<file path="config.mk">
export PLATFORM = sky130hd
export DESIGN_NAME = bus_grant_scheduler
export DESIGN_NICKNAME = d
export VERILOG_FILES = /design/src/rtl/bus_grant_scheduler.sv
export SDC_FILE = /design/constraint.sdc
export NUM_CORES = 1
export LEC_CHECK = 0
export CORE_ASPECT_RATIO = 0.9
export CORE_MARGIN = 4
export CORE_UTILIZATION = 44
export CTS_CLUSTER_SIZE = 16
export DETAILED_ROUTE_END_ITERATION = 10
export PLACE_DENSITY = 0.85
export SETUP_SLACK_MARGIN = 0.2
export SYNTH_ARGS = -nofsm -noshare
export SYNTH_HDL_FRONTEND = slang
export SYNTH_SLANG_ARGS = --single-unit
</file>
<file path="constraint.sdc">
create_clock -name clock -period 1.72 [get_ports clock]
set_input_delay 0.258 -clock clock [delete_from_list [all_inputs] [get_ports clock]]
set_output_delay 0.258 -clock clock [all_outputs]
set_load 0.05 [all_outputs]
</file>
<file path="src/rtl/bus_grant_scheduler.sv">
// Round-robin bus-tenure scheduler: a one-hot grant is held for a whole transaction,
// and an unlocked owner that overstays while others wait is asked to yield.
module bus_grant_scheduler #(
  parameter int NUM_REQ  = 4,
  parameter int MAX_HOLD = 16,
  parameter int ID_W     = $clog2(NUM_REQ),
  parameter int CNT_W    = $clog2(MAX_HOLD + 1)
) (
  input  logic               clock,
  input  logic               reset,
  input  logic [NUM_REQ-1:0] requests,
  input  logic [NUM_REQ-1:0] lock,
  // "release" is a reserved word, so the owner's end-of-tenure pulse is named release_pulse.
  input  logic [NUM_REQ-1:0] release_pulse,
  output logic [NUM_REQ-1:0] grant,
  output logic [ID_W-1:0]    grant_id,
  output logic               grant_valid,
  output logic               yield_req,
  output logic [CNT_W-1:0]   tenure
);

  typedef enum logic [1:0] {
    IDLE  = 2'd0,
    OWNED = 2'd1,
    YIELD = 2'd2,
    GAP   = 2'd3
  } state_t;

  localparam logic [CNT_W-1:0]   TEN_MAX  = CNT_W'(MAX_HOLD);
  localparam logic [CNT_W-1:0]   TEN_PRE  = CNT_W'(MAX_HOLD - 1);
  localparam logic [ID_W-1:0]    ID_LAST  = ID_W'(NUM_REQ - 1);
  localparam logic [NUM_REQ-1:0] ONE_HOT0 = {{(NUM_REQ-1){1'b0}}, 1'b1};

  state_t             state;
  state_t             state_next;
  logic [ID_W-1:0]    rr_ptr;
  logic [ID_W-1:0]    rr_ptr_next;
  logic [NUM_REQ-1:0] grant_next;
  logic [ID_W-1:0]    grant_id_next;
  logic               grant_valid_next;
  logic               yield_req_next;
  logic [CNT_W-1:0]   tenure_next;

  logic [ID_W:0]      pick;
  logic               pick_found;
  logic [ID_W-1:0]    pick_id;
  logic               owner_req;
  logic               owner_rel;
  logic               owner_lock;
  logic               owner_done;
  logic               others_req;
  logic               yield_due;
  logic [ID_W-1:0]    ptr_after_owner;

  // First set request scanning circularly upward from ptr; MSB of the result flags a hit.
  function automatic logic [ID_W:0] rr_pick(input logic [NUM_REQ-1:0] req,
                                             input logic [ID_W-1:0]    ptr);
    logic            found;
    logic [ID_W-1:0] idx;
    logic [ID_W-1:0] pos_id;
    int              pos;
    found = 1'b0;
    idx   = {ID_W{1'b0}};
    for (int i = 0; i < NUM_REQ; i++) begin
      pos = int'(ptr) + i;
      if (pos >= NUM_REQ) begin
        pos = pos - NUM_REQ;
      end else begin
        pos = pos;
      end
      pos_id = ID_W'(pos);
      if (!found && req[pos_id]) begin
        found = 1'b1;
        idx   = pos_id;
      end else begin
        found = found;
      end
    end
    return {found, idx};
  endfunction

  assign pick       = rr_pick(requests, rr_ptr);
  assign pick_found = pick[ID_W];
  assign pick_id    = pick[ID_W-1:0];

  // Only the current owner's lock/release/request bits matter; everyone else's are ignored.
  assign owner_req  = requests[grant_id];
  assign owner_rel  = release_pulse[grant_id];
  assign owner_lock = lock[grant_id];
  assign owner_done = owner_rel | ~owner_req;
  assign others_req = |(requests & ~grant);
  assign yield_due  = (tenure == TEN_PRE) & ~owner_lock & others_req;

  assign ptr_after_owner = (grant_id == ID_LAST) ? {ID_W{1'b0}} : (grant_id + ID_W'(1));

  // State register and registered outputs.
  always_ff @(posedge clock or negedge reset) begin
    if (!reset) begin
      state       <= IDLE;
      rr_ptr      <= {ID_W{1'b0}};
      grant       <= {NUM_REQ{1'b0}};
      grant_id    <= {ID_W{1'b0}};
      grant_valid <= 1'b0;
      yield_req   <= 1'b0;
      tenure      <= {CNT_W{1'b0}};
    end else begin
      state       <= state_next;
      rr_ptr      <= rr_ptr_next;
      grant       <= grant_next;
      grant_id    <= grant_id_next;
      grant_valid <= grant_valid_next;
      yield_req   <= yield_req_next;
      tenure      <= tenure_next;
    end
  end

  // Next-state and next-output logic of the tenure FSM.
  always_comb begin
    state_next       = state;
    rr_ptr_next      = rr_ptr;
    grant_next       = grant;
    grant_id_next    = grant_id;
    grant_valid_next = grant_valid;
    yield_req_next   = yield_req;
    tenure_next      = tenure;
    case (state)
      IDLE: begin
        if (pick_found) begin
          state_next       = OWNED;
          grant_next       = ONE_HOT0 << pick_id;
          grant_id_next    = pick_id;
          grant_valid_next = 1'b1;
          yield_req_next   = 1'b0;
          tenure_next      = {CNT_W{1'b0}};
        end else begin
          state_next       = IDLE;
          grant_next       = {NUM_REQ{1'b0}};
          grant_id_next    = {ID_W{1'b0}};
          grant_valid_next = 1'b0;
          yield_req_next   = 1'b0;
          tenure_next      = {CNT_W{1'b0}};
        end
      end
      OWNED: begin
        // Release has priority over a yield that would fire on the same edge.
        if (owner_done) begin
          state_next       = GAP;
          rr_ptr_next      = ptr_after_owner;
          grant_next       = {NUM_REQ{1'b0}};
          grant_id_next    = {ID_W{1'b0}};
          grant_valid_next = 1'b0;
          yield_req_next   = 1'b0;
          tenure_next      = {CNT_W{1'b0}};
        end else if (yield_due) begin
          state_next     = YIELD;
          yield_req_next = 1'b1;
          tenure_next    = TEN_MAX;
        end else if (tenure == TEN_MAX) begin
          tenure_next = TEN_MAX;
        end else begin
          tenure_next = tenure + CNT_W'(1);
        end
      end
      YIELD: begin
        // A yield is never withdrawn: only the owner finishing ends it.
        if (owner_done) begin
          state_next       = GAP;
          rr_ptr_next      = ptr_after_owner;
          grant_next       = {NUM_REQ{1'b0}};
          grant_id_next    = {ID_W{1'b0}};
          grant_valid_next = 1'b0;
          yield_req_next   = 1'b0;
          tenure_next      = {CNT_W{1'b0}};
        end else begin
          state_next     = YIELD;
          yield_req_next = 1'b1;
          tenure_next    = TEN_MAX;
        end
      end
      GAP: begin
        state_next       = IDLE;
        grant_next       = {NUM_REQ{1'b0}};
        grant_id_next    = {ID_W{1'b0}};
        grant_valid_next = 1'b0;
        yield_req_next   = 1'b0;
        tenure_next      = {CNT_W{1'b0}};
      end
      default: begin
        state_next       = IDLE;
        rr_ptr_next      = {ID_W{1'b0}};
        grant_next       = {NUM_REQ{1'b0}};
        grant_id_next    = {ID_W{1'b0}};
        grant_valid_next = 1'b0;
        yield_req_next   = 1'b0;
        tenure_next      = {CNT_W{1'b0}};
      end
    endcase
  end

endmodule

</file>
# Word-level counts from Yosys, hierarchy flattened
# Cells that the tools add are included.
[word_totals] register_bits=17 inputBits=14
[classes] muxes=50 order_cmp=9 addsub=9 reduce_logical=11 n_eq_ne=8 shift=1 bitwise=7
[op_table] op="$mux 2" count=13
[op_table] op="$mux 5" count=4
[op_table] op="$mux 1" count=18
[op_table] op="$lt 2x3->1 const B" count=5
[op_table] op="$pmux 5 s3" count=1
[op_table] op="$bmux 1 s2" count=7
[op_table] op="$pmux 4 s3" count=1
[op_table] op="$ge 3x3->1 const B" count=3
[op_table] op="$mux 4" count=2
[op_table] op="$pmux 2 s4" count=1
[op_table] op="$sub 2x1->2 const B" count=4
[op_table] op="$add 2x2->3 const B" count=2
[op_table] op="$eq 2x2->1 const B" count=3
[op_table] op="$pmux 1 s3" count=2
[op_table] op="$pmux 2 s3" count=1
[op_table] op="$add 5x1->5 const B" count=1
[op_table] op="$eq 5x4->1 const B" count=1
[op_table] op="$eq 5x5->1 const B" count=1
[op_table] op="$and 4x4->4" count=1
[op_table] op="$not 4->4" count=1
[op_table] op="$reduce_or 2->1" count=2
[op_table] op="$reduce_or 4->1" count=1
[op_table] op="$shl 1x2->4 const A" count=1
[op_table] op="$add 2x1->3 const B" count=1
[op_table] op="other kinds (12)" count=18

# Depth between registers and ports, before layout
[logic_depth] word_depth=17 mapped_depth=7 ltp_nobuf=6

# Worst setup path after synthesis
# OpenSTA, ideal clock, no wires.
[synth_path] path_kind="register to register" start="reg grant_id[0]" end="reg yield_req" t_arrival_ns=1.881 setup_time_ns=0.125 setup_slack_ns=-0.286 t_required_ns=1.595 period_less_slack_ns=2.006 stages_incl_launch_ff=4 n_path_buf=0 cell_sequence="dfrtp_1 -> mux4_2 -> o211ai_4 -> mux2_4"
[synth_between] elab_chain_cells=6
[synth_rtl] element="start: declaration" line_no="16" text="output logic [ID_W-1:0] grant_id,"
[synth_rtl] element="start signal: assignment" line_no="102" text="grant_id <= {ID_W{1'b0}};"
[synth_rtl] element="start signal: assignment" line_no="110" text="grant_id <= grant_id_next;"
[synth_rtl] element="$bmux 1 s2, on equally long branches" line_no="87, 89"
[synth_rtl] element="$mux 1, on equally long branches" line_no="87, 89"
[synth_rtl] element="$not 1->1, on equally long branches" line_no="90, 92"
[synth_rtl] element="$or 1x1->1 / $and 1x1->1 (equally long branches)" line_no="90, 92"
[synth_rtl] element="$mux 1, or another cell as far along" line_no="166" text="if (owner_done) begin"
[synth_rtl] element="$pmux 1 s3 / $ne 3x3->1 (equally long branches)"
[synth_rtl] element="end signal: assignment" line_no="112" text="yield_req <= yield_req_next;"
[synth_rtl] element="end: declaration" line_no="18" text="output logic yield_req,"
# Several ways; a longest one is shown, not always the timed one. The select of a mux whose other input is x is not followed.
# A chain may end at the register's enable or synchronous reset.

# Final worst setup path
[layout_path] start="reg grant_id[0]" end="reg rr_ptr[1]"
[layout_between] elab_chain_cells=5
[layout_rtl] element="$bmux 1 s2" line_no="87" text="assign owner_req = requests[grant_id];"
[layout_rtl] element="$mux 1 (implied by the code)" line_no="87"
[layout_rtl] element="$not 1->1" line_no="90" text="assign owner_done = owner_rel | ~owner_req;"
[layout_rtl] element="$or 1x1->1" line_no="90"
[layout_rtl] element="$reduce_and 2->1 (no source line)"
[layout_rtl] element="end signal: assignment" line_no="100" text="rr_ptr <= {ID_W{1'b0}};"
[layout_rtl] element="end signal: assignment" line_no="108" text="rr_ptr <= rr_ptr_next;"
[layout_rtl] element="end: declaration" line_no="36" text="logic [ID_W-1:0] rr_ptr;"
# Several ways; a longest one is shown, not always the timed one. The select of a mux whose other input is x is not followed.

==> flow_summary.toml <==
[outcome]
status = "finished clean"

[logic_synthesis]
ys_dominant_reg_cell = "dfrtp_1"
synthArstFlopShare_pct = 100
synth_seq_cells = 17
synth-compound-area-share_pct = 20.3
synth_xor_area_share_pct = 1.58
netlist_instances = 98
post_synth_num_cell_types = 40
ys_seq_area_share_pct = 38.3
yosysWarnings = 0
synth_edf_count = 0
synth_mux_area_share_pct = 7.09
yosys.area_share.simple_pct = 19.3
syn-num-nets = 121
postSynthAreaPerCell_um2 = 11.3
synth_top_family_by_area = "compound AO/OA/AOI/OAI gates"
yosys.area_share.adder_pct = 10.1
syn_area_um2 = 1110

[global_routing]
grtUsageTotal_pct = 18.1
grt_max_degree = 18
grt_remaining_overflow = 0
grt_pass1_vias = 1011
antenna_found_initial = 0
grt_pass1_wl_mm = 4.66

[cells_and_area]
num-fill-cells = 172
fin_area_um2 = 1610
layout_commonest_cell = "buf_4"
num_antenna_cells = 0
multi_input_area_um2 = 707
final_cell_mix = "buf_4 (31), clkdlybuf4s50_1 (13), dfrtp_1 (12)"
drive_gt1_share_pct = 41.8
area_growth_pct = 44.7
seq_area_um2 = 432
final_nets = 170

[critical_path]
worstPathRequired_ps = 1910
worstPathCellList = "or4b_4 > nand4_4 > or2_4 > mux2_4"
crit_slowest_cell = "or4b_4"
critPathMaxStageDelay_ps = 590
path_buf_inv = 0
critPathTopFamily = "simple AND/OR/NAND/NOR gates"
critPathLaunchType = "register"
crit_type = "reg -> reg"
arrival_ps = 1880
end_kind = "register"
critPathMaxFanout = 4

[die]
initial_core_util_pct = 48.7
core.rowCount = 16
die_y_um = 55.7
die_w_um = 61.0
dieArea_um2 = 3390
pin_count = 27
coreArea_um2 = 2280

[pwr]
p_per_area_nw_per_um2 = 1460
ir_drop_uv = 1250
leakage_nw = 0.730

[clocking]
cts_made_buffers = 3
clock_latency_ps = 300
clock_path_buffers = 2
cts-root-buf = "clkbuf_4"
cts.htree.levels = 1
hold_buffers = 0
cts_tree = "yes"
clock-sinks = 17
path_clk_slew_ps = 100

[sta]
clock.fmax_mhz = 591
worst_slew_pin_slew_ps = 441
max_slew_margin_pct = 70.2
clock_skew_ps = 2.78
hold_slack_ps = 278
setup_viol = 0
period_share_pct = 98.3
hold_viol_final = 0
drv_slew = 0
post-route-min-period_ps = 1690
rsz0062_at_grt = "yes"

[drt]
firstDrtPassIters = 4
drc_errors = 0
antenna_left = 0
drt_iter0_drc = 38
via_count = 968
post_drt_wl_per_cell_um = 16.3
drt-total-wl_mm = 2.83
viasPerCell = 5.60

[place]
place_hpwl_mm = 2.27
port-buffer-count = 26
gp_congestion = 0.819
placed_area_um2 = 1520

[flow_run]
drv_cap = 0

[hold_path]
holdCritPathClass = "in -> async"
==> flip-flops by register name (all words and copies together) (netlist names) <==
name and flops:
grant 4, rr_ptr 2, grant_id 2, state 2, grant_valid 1, tenure 5, yield_req 1
==> kinds of logic (layout without fill, tap and decap cells) <==
kind of cell | after synthesis | in the layout
flip-flops | 17 | 17
buffers and inverters | 8 | 56
adder cells (fa/ha/maj) | 9 | 9
AO/OA/AOI/OAI | 24 | 24
AND/OR/NAND/NOR | 32 | 32
XOR/XNOR | 2 | 2
multiplexers | 6 | 6
==> Yosys cell counts, drive strengths merged (2+ instances only) <==
cell,n,area share (%)
dfrtp,17,38
ha,9,10
inv,7,2.4
mux2,2,2.4
mux2i,3,2.7
nand2,9,3.0
nand2b,2,1.1
nand3b,2,1.4
nand4b,2,1.6
nand4bb,2,2.5
nor2,4,1.4
nor2b,4,2.3
o211ai,2,2.6
o21ai,5,2.6
o31ai,6,4.1
o41ai,3,3.0
or2,2,1.1
==> metrics by stage <==
step                setup slack, ps  std cells  TNS [ps]  util, %  total power [W]
finish                         29.3        173         0     70.4          0.00234
floorplan                      -122         98      -668        -          0.00158
CTS                            30.8        172         0     69.1          0.00232
global placement               -228        166     -2370     66.4          0.00200
global route                  -5.60        173     -17.1     70.4          0.00249
detailed placement             -292        166     -2980     66.4          0.00207
==> final timing paths <==
kind,start,end,slack (ps),cells after the start
max,grant_id[0]$_DFFE_PN0P_,rr_ptr[1]$_DFFE_PN0P_,30,4
min,reset,grant_id[1]$_DFFE_PN0P_,280,2
max reg2reg,grant_id[0]$_DFFE_PN0P_,rr_ptr[1]$_DFFE_PN0P_,30,4
min reg2reg,grant_valid$_DFFE_PN0P_,grant_valid$_DFFE_PN0P_,490,2
max in group asynchronous,reset,grant[2]$_DFFE_PN0P_,1230,2
min in group clock,grant_valid$_DFFE_PN0P_,grant_valid$_DFFE_PN0P_,490,2
==> routing by layer <==
metal | track usage, % | wire length (um) | vias to the layer above
met4 | 6.50 | 71 | 0
met2 | 29.6 | 1380 | 32
li1 | - | - | 468
met3 | 5.10 | 143 | 11
met1 | 22.0 | 1240 | 457
met5 | 0 | 0 | -
==> area by class of cell <==
cell class              instances  area share, %
well taps                      27           2.10
clock buffers                   4           1.63
inverters                       7           1.63
flip-flops and latches         17           26.8
repair buffers                 45           23.8
multi-input cells              73           44.0
==> worst reg2reg max path: stages, from the launching register on <==
cell and delay, ps:
dfrtp_2 450, or4b_4 590, nand4_4 120, or2_4 150, mux2_4 290
==> where the power goes <==
group / total (W) / internal (W) / switching [W] / leakage (nW)
combinational: 0.00145 / 0.000610 / 0.000843 / 0.498
clock: 0.000225 / 0.0000904 / 0.000134 / 0.0150
sequential: 0.000663 / 0.000533 / 0.000130 / 0.218
total: 0.00234 / 0.00123 / 0.00111 / 0.730
==> repair_timing <==
| item | CTS | global route |
|---|---|---|
| pin swaps | 7 | 3 |
| endpoints found under the setup margin | 17 | 17 |
| gates cloned | 0 | 0 |
| gates resized for setup | 4 | 7 |
| setup buffers | 2 | 1 |
Power figures use the tool's default switching activity.
